**config.mk**
```make
export PLATFORM = sky130hd
export DESIGN_NAME = four_way_rr_arbiter_flat
export DESIGN_NICKNAME = d
export VERILOG_FILES = /design/src/rtl/four_way_rr_arbiter_if.sv /design/src/rtl/four_way_rr_arbiter.sv /design/src/flat_wrapper.sv
export SDC_FILE = /design/constraint.sdc
export NUM_CORES = 1
export LEC_CHECK = 0
export ABC_AREA = 0
export BUFFER_PORTS_ARGS = -buffer_cell sky130_fd_sc_hd__clkbuf_2
export CORE_MARGIN = 2
export CORE_UTILIZATION = 35
export DETAILED_ROUTE_END_ITERATION = 6
export PLACE_DENSITY_LB_ADDON = 0.05
export SLEW_MARGIN = 25
export SYNTH_ARGS = -nofsm -noshare
export SYNTH_HDL_FRONTEND = slang
export SYNTH_SLANG_ARGS = --single-unit
export TNS_END_PERCENT = 10
```
**constraint.sdc**
```tcl
create_clock -name clk -period 2.73 [get_ports clk]
set_input_delay 0.4095 -clock clk [delete_from_list [all_inputs] [get_ports clk]]
set_output_delay 0.4095 -clock clk [all_outputs]
set_load 0.02 [all_outputs]
```
**src/rtl/four_way_rr_arbiter_if.sv**
```systemverilog
// Request/grant bundle between four requesters and the round-robin arbiter
// that drives the select pins of a shared four-to-one mux.
interface four_way_rr_arbiter_if;
    logic [3:0] req;
    logic [3:0] grant;
    logic       s1;
    logic       s0;
    logic       busy;

    modport master (output req, input grant, input s1, input s0, input busy);
    modport slave  (input req, output grant, output s1, output s0, output busy);
endinterface

```
**src/rtl/four_way_rr_arbiter.sv**
```systemverilog
// Four-way round-robin arbiter with a bounded hold time per grant and a
// mandatory idle turnaround cycle between grants; all outputs registered.
module four_way_rr_arbiter #(
    parameter int MAX_HOLD = 8
) (
    input  logic                  clk,
    input  logic                  reset,
    four_way_rr_arbiter_if.slave  bus
);

    localparam logic [7:0] HOLD_LIMIT = 8'(MAX_HOLD - 1);

    typedef enum logic {IDLE, GRANT} state_t;

    state_t     r_state;
    state_t     w_stateNext;
    logic [3:0] r_grant;
    logic [3:0] w_grantNext;
    logic [1:0] r_sel;
    logic [1:0] w_selNext;
    logic [1:0] r_last;
    logic [1:0] w_lastNext;
    logic       r_busy;
    logic       w_busyNext;
    logic [7:0] r_holdCnt;
    logic [7:0] w_holdCntNext;
    logic [1:0] w_pickIdx;
    logic       w_pickValid;
    logic [1:0] w_cand;

    // Scan from farthest to nearest so the requester closest after r_last wins.
    always_comb begin
        w_pickIdx   = r_last;
        w_pickValid = 1'b0;
        w_cand      = r_last;
        for (int k = 4; k >= 1; k--) begin
            w_cand = r_last + 2'(k);
            if (bus.req[w_cand]) begin
                w_pickIdx   = w_cand;
                w_pickValid = 1'b1;
            end
        end
    end

    always_comb begin
        w_stateNext   = r_state;
        w_grantNext   = r_grant;
        w_selNext     = r_sel;
        w_lastNext    = r_last;
        w_busyNext    = r_busy;
        w_holdCntNext = r_holdCnt;
        case (r_state)
            IDLE: begin
                w_grantNext   = 4'b0000;
                w_busyNext    = 1'b0;
                w_holdCntNext = 8'd0;
                if (w_pickValid) begin
                    w_stateNext = GRANT;
                    w_grantNext = 4'b0001 << w_pickIdx;
                    w_selNext   = w_pickIdx;
                    w_busyNext  = 1'b1;
                    w_lastNext  = w_pickIdx;
                end
            end
            GRANT: begin
                // Select lines keep their value on release so the mux never glitches.
                if (!bus.req[r_last] || (r_holdCnt == HOLD_LIMIT)) begin
                    w_stateNext   = IDLE;
                    w_grantNext   = 4'b0000;
                    w_busyNext    = 1'b0;
                    w_holdCntNext = 8'd0;
                end else begin
                    w_holdCntNext = r_holdCnt + 8'd1;
                end
            end
            default: begin
                w_stateNext = IDLE;
            end
        endcase
    end

    always_ff @(posedge clk) begin
        if (reset) begin
            r_state   <= IDLE;
            r_grant   <= 4'b0000;
            r_sel     <= 2'b00;
            r_last    <= 2'd3;
            r_busy    <= 1'b0;
            r_holdCnt <= 8'd0;
        end else begin
            r_state   <= w_stateNext;
            r_grant   <= w_grantNext;
            r_sel     <= w_selNext;
            r_last    <= w_lastNext;
            r_busy    <= w_busyNext;
            r_holdCnt <= w_holdCntNext;
        end
    end

    assign bus.grant = r_grant;
    assign bus.s1    = r_sel[1];
    assign bus.s0    = r_sel[0];
    assign bus.busy  = r_busy;

endmodule
```
**src/flat_wrapper.sv**
```systemverilog
// flat-port wrapper written by rule: the top's interface ports become plain ports
module four_way_rr_arbiter_flat 
#(
    parameter int MAX_HOLD = 8
)
  (clk, reset, bus_req, bus_grant, bus_s1, bus_s0, bus_busy);
  four_way_rr_arbiter_if bus_i ();
  input  logic clk;
  input  logic reset;
  input wire logic [$bits(bus_i.req)-1:0] bus_req;
  output wire logic [$bits(bus_i.grant)-1:0] bus_grant;
  output wire logic [$bits(bus_i.s1)-1:0] bus_s1;
  output wire logic [$bits(bus_i.s0)-1:0] bus_s0;
  output wire logic [$bits(bus_i.busy)-1:0] bus_busy;
  assign bus_i.req = bus_req;
  assign bus_grant = bus_i.grant;
  assign bus_s1 = bus_i.s1;
  assign bus_s0 = bus_i.s0;
  assign bus_busy = bus_i.busy;
  four_way_rr_arbiter #(.MAX_HOLD(MAX_HOLD)) u_core (.clk(clk), .reset(reset), .bus(bus_i));
endmodule
```
==> impl_results.md, run 1 <==
- Flop pwr share: between 50% and 60%
- Setup violations, final: 0
- Initial cell density of the core: a little over a third
- Routed Antenna Nets: 0
- Net switching power: 0.173 mW
- FF+latch count, synth: 18
- Die Ht: 51.8 um
- Initial antenna violation count: 0
- Int Power: between 0.4 and 0.5 mW
- Fin. max-slew vios: 0
- Worst hold path class: in -> reg
- Half-perimeter wire length after placement: roughly 1200 um
- Largest net degree at the start of global routing: 12
- Most used DFF post-synth: dfxtp_1
- Min Tclk post-route: approximately 1.8 ns
- Postcts setup bufs: 0
- GRT Util Overall: 13.0%
- Clk Latency, worst-skew pair: ~0.29 ns
- Switching share of power: between 20 and 30%
- Fin util: between 40% and 50%
- Worst endpoint required time: roughly 3 ns
- Die ar.: 0.00268 mm^2
- Async SR Flop Fraction: 0%
- Finished Layout Cells: about 130
- Startpoint types: flop
- Storage element area: between 300 and 400 um^2
- Clk pwr share: 28.0%
- DRT iter0 DRCs: 5
- CTS tree: built
- Commonest non-fill, non-tap cell in the layout: dfxtp_1
- Worst Path Max Fanout: 11
- Commonest non-fill, non-tap cells in the layout: dfxtp_1, clkbuf_2, nor2_1, nor2b_1, nand3_1
- Maxcap violations: 0
- Nets: between 100 and 150
- First-pass GRT wire length: ~2500 um
- Power density cells: ~640 mW/mm^2
- Worst setup path category: reg -> reg
- Gate count of the mapped netlist: 83
- Leakage: about 0.39 nW
- Final clock skew: ~0.0011 ns
- Seq/Total Area, Yosys: a little under half
- Fmax: 563 MHz
- Yosys Warn Count: 0
- RSZ-0062 raised after global routing: no
- Worst path max stage delay: roughly 0.55 ns
- DR pass1 iterations: 5
- Hold Buf Count CTS: 0
- Setup crit start: u_core.r_holdCnt[5]
- Slowest cell on the critical path: or4_4
- Placed insts: 122
- DRC Markers: 0
- Distinct cells, synth: 30
- Clock transition at path regs: 0.10 ns
- Gp weighted congestion: roughly 0.65
- Drt total wl: about 1600 um
- Row Count: 17
- Critical path cell sequence: or4_4 -> o311ai_4 -> inv_2 -> a32o_1
- Share of cells above drive strength 1: a little under a quarter
- I/O Pins: 13
- Core ar.: 0.00219 mm^2
- Vias: between 600 and 700
- Chip width: 51.8 um
- R2r startpoint: u_core.r_holdCnt[5]
- Cell Area, Placed: 882 um^2
- Critical path endpoint: u_core.bus.grant[3]
- Post-synth EDFFs: 0
- Maximum VDD drop: about 0.31 mV
- Final TNS setup: 0 ns
- IO Port Bufs: 12
- H-tree levels: 1
- Vias in the first global route: a little over 600
- Post-CTS Resized: 0
- Critical path endpoint category: flop
- Final Hold Viols: 0
- Slew of the pin with the lowest slew margin: 0.513 ns
- Filler Cell Count: 222
- CTS buffer count: 3
- FF-to-FF setup slack: 0.95 ns
- Clock Tree Buf Depth: 2
- Multi-input gate area: ~410 um^2
- Final instance area: about 920 um^2
- CTS sink count: 18
- Reg2reg end: u_core.bus.grant[3]
- Diode count: 0
- Final period util: 65.1%
- Drt wl/cell: 12.4 um
- Post-Synthesis Cell Area: ~800 um^2
- Synthesized area per cell: around 9.6 um^2
- CP arrival: between 1.5 and 2 ns
- Syn_nets: 90
- Reg2reg path depth: 4
- Slew margin rel.: approximately 66%
- Status: completed
- Area growth, synth to finish: 15.0%
- CTS Root Buffer Type: clkbuf_4
- Global route total overflow: 0
- Total Power: 0.589 mW
- Comb pwr share: around a fifth
- Vias per Instance: between 4 and 5
-- stage by stage --
| stage | hold WS, ns | setup slack (ns) |
|---|---|---|
| final | 0.384 | 0.954 |
| after global routing | 0.400 | 0.892 |
| after CTS | 0.369 | 0.938 |
| after detailed placement | 0.441 | 0.949 |
| after global placement | 0.435 | 0.990 |
| after floorplan | 0.411 | 1.26 |
-- Yosys cell counts, drive strengths merged (2+ instances only) --
cell type / number / area, um^2
inv: 5 / 18.8
a32o: 2 / 20.0
o21ai: 4 / 20.0
a21oi: 2 / 10.0
a21o: 3 / 22.5
and3: 2 / 13.8
nor2: 11 / 41.3
nand2: 3 / 11.3
o32ai: 2 / 17.5
nand3: 5 / 25.0
nor2b: 5 / 31.3
dfxtp: 18 / 360
xor2: 4 / 35.0
xnor2: 2 / 17.5
o211ai: 2 / 15.0
-- metal layers --
| metal | GRT usage [%] | share of wire [%] |
|---|---|---|
| met1 | 14.5 | 47 |
| met2 | 22.6 | 48 |
| met3 | 1.72 | 3.4 |
| met4 | 9.21 | 2.0 |
| met5 | 0 | 0 |
-- worst min path at each step --
stage	start	end	slack [ns]	cells past startpoint
2_1_floorplan	u_core.r_holdCnt[0]	u_core.r_holdCnt[0]	0.41	1
3_3_place_gp	u_core.r_holdCnt[0]	u_core.r_holdCnt[0]	0.44	1
3_5_place_dp	u_core.r_holdCnt[0]	u_core.r_holdCnt[0]	0.44	1
4_1_cts	reset	u_core.r_sel[1]	0.37	2
5_1_grt	reset	u_core.r_sel[1]	0.40	2
6_report	reset	u_core.r_sel[1]	0.38	2
-- state kept, by name, indices dropped and copies added (netlist names) --
name              cells
u_core.bus.grant      4
u_core.bus.busy       1
u_core.r_holdCnt      8
u_core.r_last         2
u_core.r_state        1
u_core.r_sel          2
-- kinds of logic after synthesis --
group,share of synthesized area (%)
AOI/OAI and AO/OA,18.7
xor gates and xnor gates,6.58
adders and majority gates,1.57
buffers and inverters,3.76
DFF,45.1
muxes,2.82
and+or+nand+nor,21.5
-- worst max-delay path: cells and delay by family, from the launching register on --
family          cells  cell delay, ns
flops               1            0.34
compound gates      2            0.69
simple gates        1            0.55
buf+inv             1            0.11
-- power by group through the flow --
stage               sequential (mW)  combinational, mW  clock (mW)
global route                  0.307              0.133       0.183
finish                        0.303              0.121       0.165
floorplan                     0.322             0.0714           0
detailed placement            0.309              0.122           0
global placement              0.308              0.123           0
CTS                           0.303              0.123       0.172
-- area by class of cell --
class                   instances  share of cell area (%)
well taps                      28                    3.81
flip-flops and latches         18                    39.2
repair buffers                 12                    6.54
clock buffers                   4                    3.95
inverters                       5                    2.04
multi-input cells              59                    44.4
Power figures use the tool's default switching activity.
==> run 2, diff against run 1 <==
Clock period 2.73 ns to 1.6 ns, I/O delays scaled along.
==> impl_results.md, run 2 (synthesized netlist as in run 1, its figures left out) <==
- Critical path endpoint category: flop (unchanged)
- Area growth, synth to finish: 19.0% (was 15.0%)
- Final TNS setup: 0 ns (unchanged)
- Nets: 110 (was 106)
- Core ar.: 0.00219 mm^2 (unchanged)
- Initial antenna violation count: 0 (unchanged)
- Die ar.: 0.00268 mm^2 (unchanged)
- Row Count: 17 (unchanged)
- Setup violations, final: 0 (unchanged)
- FF-to-FF setup slack: 0.03 ns (was 0.95 ns)
- Global route total overflow: 0 (unchanged)
- Vias per Instance: 5.05 (was 4.99)
- Int Power: 0.712 mW (was 0.416 mW)
- Worst hold path class: in -> reg (unchanged)
- Commonest non-fill, non-tap cell in the layout: dfxtp_1 (unchanged)
- Clock Tree Buf Depth: 2 (unchanged)
- Fin util: 43.3% (was 41.9%)
- Maxcap violations: 0 (unchanged)
- Clk pwr share: 27.4% (was 28.0%)
- DRT iter0 DRCs: 2 (was 5)
- Slew margin rel.: 78.3% (was 65.7%)
- Routed Antenna Nets: 0 (unchanged)
- Drt total wl: 1560 um (about the same)
- Fin. max-slew vios: 0 (unchanged)
- Net switching power: 0.287 mW (was 0.173 mW)
- Largest net degree at the start of global routing: 11 (was 12)
- Vias: 656 (was 629)
- Largest register FFs: 8 (unchanged)
- DRC Markers: 0 (unchanged)
- Vias in the first global route: 640 (was 610)
- Hold Buf Count CTS: 0 (unchanged)
- GRT Util Overall: 14.6% (was 13.0%)
- Worst endpoint required time: 1.79 ns (was 2.93 ns)
- Chip width: 51.8 um (unchanged)
- Pre-CTS setup slack: 0.0150 ns (was 0.949 ns)
- Flop pwr share: 51.6% (was 51.4%)
- Filler Cell Count: 226 (was 222)
- Finished Layout Cells: 130 (was 126)
- Fmax: 635 MHz (was 563 MHz)
- Comb pwr share: 21.0% (was 20.6%)
- Final clock skew: 0.00427 ns (was 0.00111 ns)
- Leakage: 0.408 nW (was 0.387 nW)
- H-tree levels: 1 (unchanged)
- Final Hold Viols: 0 (unchanged)
- Worst Path Max Fanout: 5 (was 11)
- Clock transition at path regs: 0.10 ns (about the same)
- Switching share of power: 28.7% (was 29.4%)
- Drt wl/cell: 12.0 um (was 12.4 um)
- CTS buffer count: 3 (unchanged)
- CTS tree: built (unchanged)
- CTS sink count: 18 (unchanged)
- Power density cells: 1050 mW/mm^2 (was 641 mW/mm^2)
- Slew of the pin with the lowest slew margin: 0.325 ns (was 0.513 ns)
- Worst setup path category: reg -> reg (unchanged)
- Final WS setup: 0.0264 ns (was 0.954 ns)
- Maximum VDD drop: 0.533 mV (was 0.313 mV)
- Status: completed (unchanged)
- Die Ht: 51.8 um (unchanged)
- Hold Worst Slack: 0.220 ns (was 0.384 ns)
- CTS Root Buffer Type: clkbuf_4 (unchanged)
- Placed insts: 126 (was 122)
- Initial cell density of the core: 36.4% (unchanged)
- RSZ-0062 raised after global routing: yes (was no)
- Commonest non-fill, non-tap cells in the layout: dfxtp_1, clkbuf_2, nor2_1, nor2b_1, nand3_1 (unchanged)
- Diode count: 0 (unchanged)
- IO Port Bufs: 12 (unchanged)
- Most flops, register: u_core.r_holdCnt (unchanged)
- Startpoint types: flop (unchanged)
- Min Tclk post-route: 1.57 ns (was 1.78 ns)
- Clk Latency, worst-skew pair: 0.29 ns (about the same)
- Half-perimeter wire length after placement: 1220 um (was 1160 um)
- Gp weighted congestion: 0.659 (was 0.646)
- I/O Pins: 13 (unchanged)
- CP arrival: 1.77 ns (was 1.97 ns)
- Share of cells above drive strength 1: 27.5% (was 23.5%)
- Final period util: 98.3% (was 65.1%)
- DR pass1 iterations: 4 (was 5)
- First-pass GRT wire length: 2850 um (was 2500 um)
[run 2: area by class of cell]
type | count | area, um^2 | share of cell area [%]
multi-input cells | 59 | 408 | 43.0
flip-flops and latches | 18 | 362 | 38.1
repair buffers | 16 | 90.1 | 9.49
clock buffers | 4 | 36.3 | 3.82
well taps | 28 | 35.0 | 3.69
inverters | 5 | 18.8 | 1.98
[run 2: power by group through the flow]
stage / combinational (mW) / sequential, mW / clock, mW
floorplan: 0.122 / 0.550 / 0
global placement: 0.213 / 0.525 / 0
detailed placement: 0.211 / 0.526 / 0
CTS: 0.213 / 0.516 / 0.289
global route: 0.238 / 0.523 / 0.315
finish: 0.209 / 0.516 / 0.274
[run 2: path summary, 6_finish.rpt]
check / endpoint / depth (start not counted) / startpoint
max reg2reg: u_core.bus.grant[1] / 4 / u_core.r_holdCnt[6]
min: u_core.r_sel[1] / 2 / reset
max: u_core.bus.grant[1] / 4 / u_core.r_holdCnt[6]
min reg2reg: u_core.r_holdCnt[0] / 1 / u_core.r_holdCnt[0]
[run 2: critical path, cell delays in order (launching register included)]
cell,delay [ns]
dfxtp_2,0.34
or4_4,0.52
o311ai_4,0.32
inv_2,0.09
a32o_1,0.21
[run 2: stage by stage]
step / cell area (um^2) / total power, mW
after global placement: 912 / 0.738
after global routing: 950 / 1.08
after detailed placement: 912 / 0.737
after floorplan: 798 / 0.672
after CTS: 950 / 1.02
final: 950 / 0.999
[run 2: what timing repair did]
| item | 4_1_cts | 5_1_grt |
|---|---|---|
| setup buffers | 0 | 0 |
| setup endpoints to repair | 2 | 13 |
| hold endpoints to repair | 0 | 0 |
| gates resized for setup | 1 | 1 |
| pin swaps | 0 | 0 |
[run 2: metal layers]
layer  track usage (%)  vias up  wire length, um
li1                  -      337                -
met1              17.4      304              710
met2              23.7       11              751
met3              3.74        4               63
met4              7.89        0               29
met5                 0        -                0
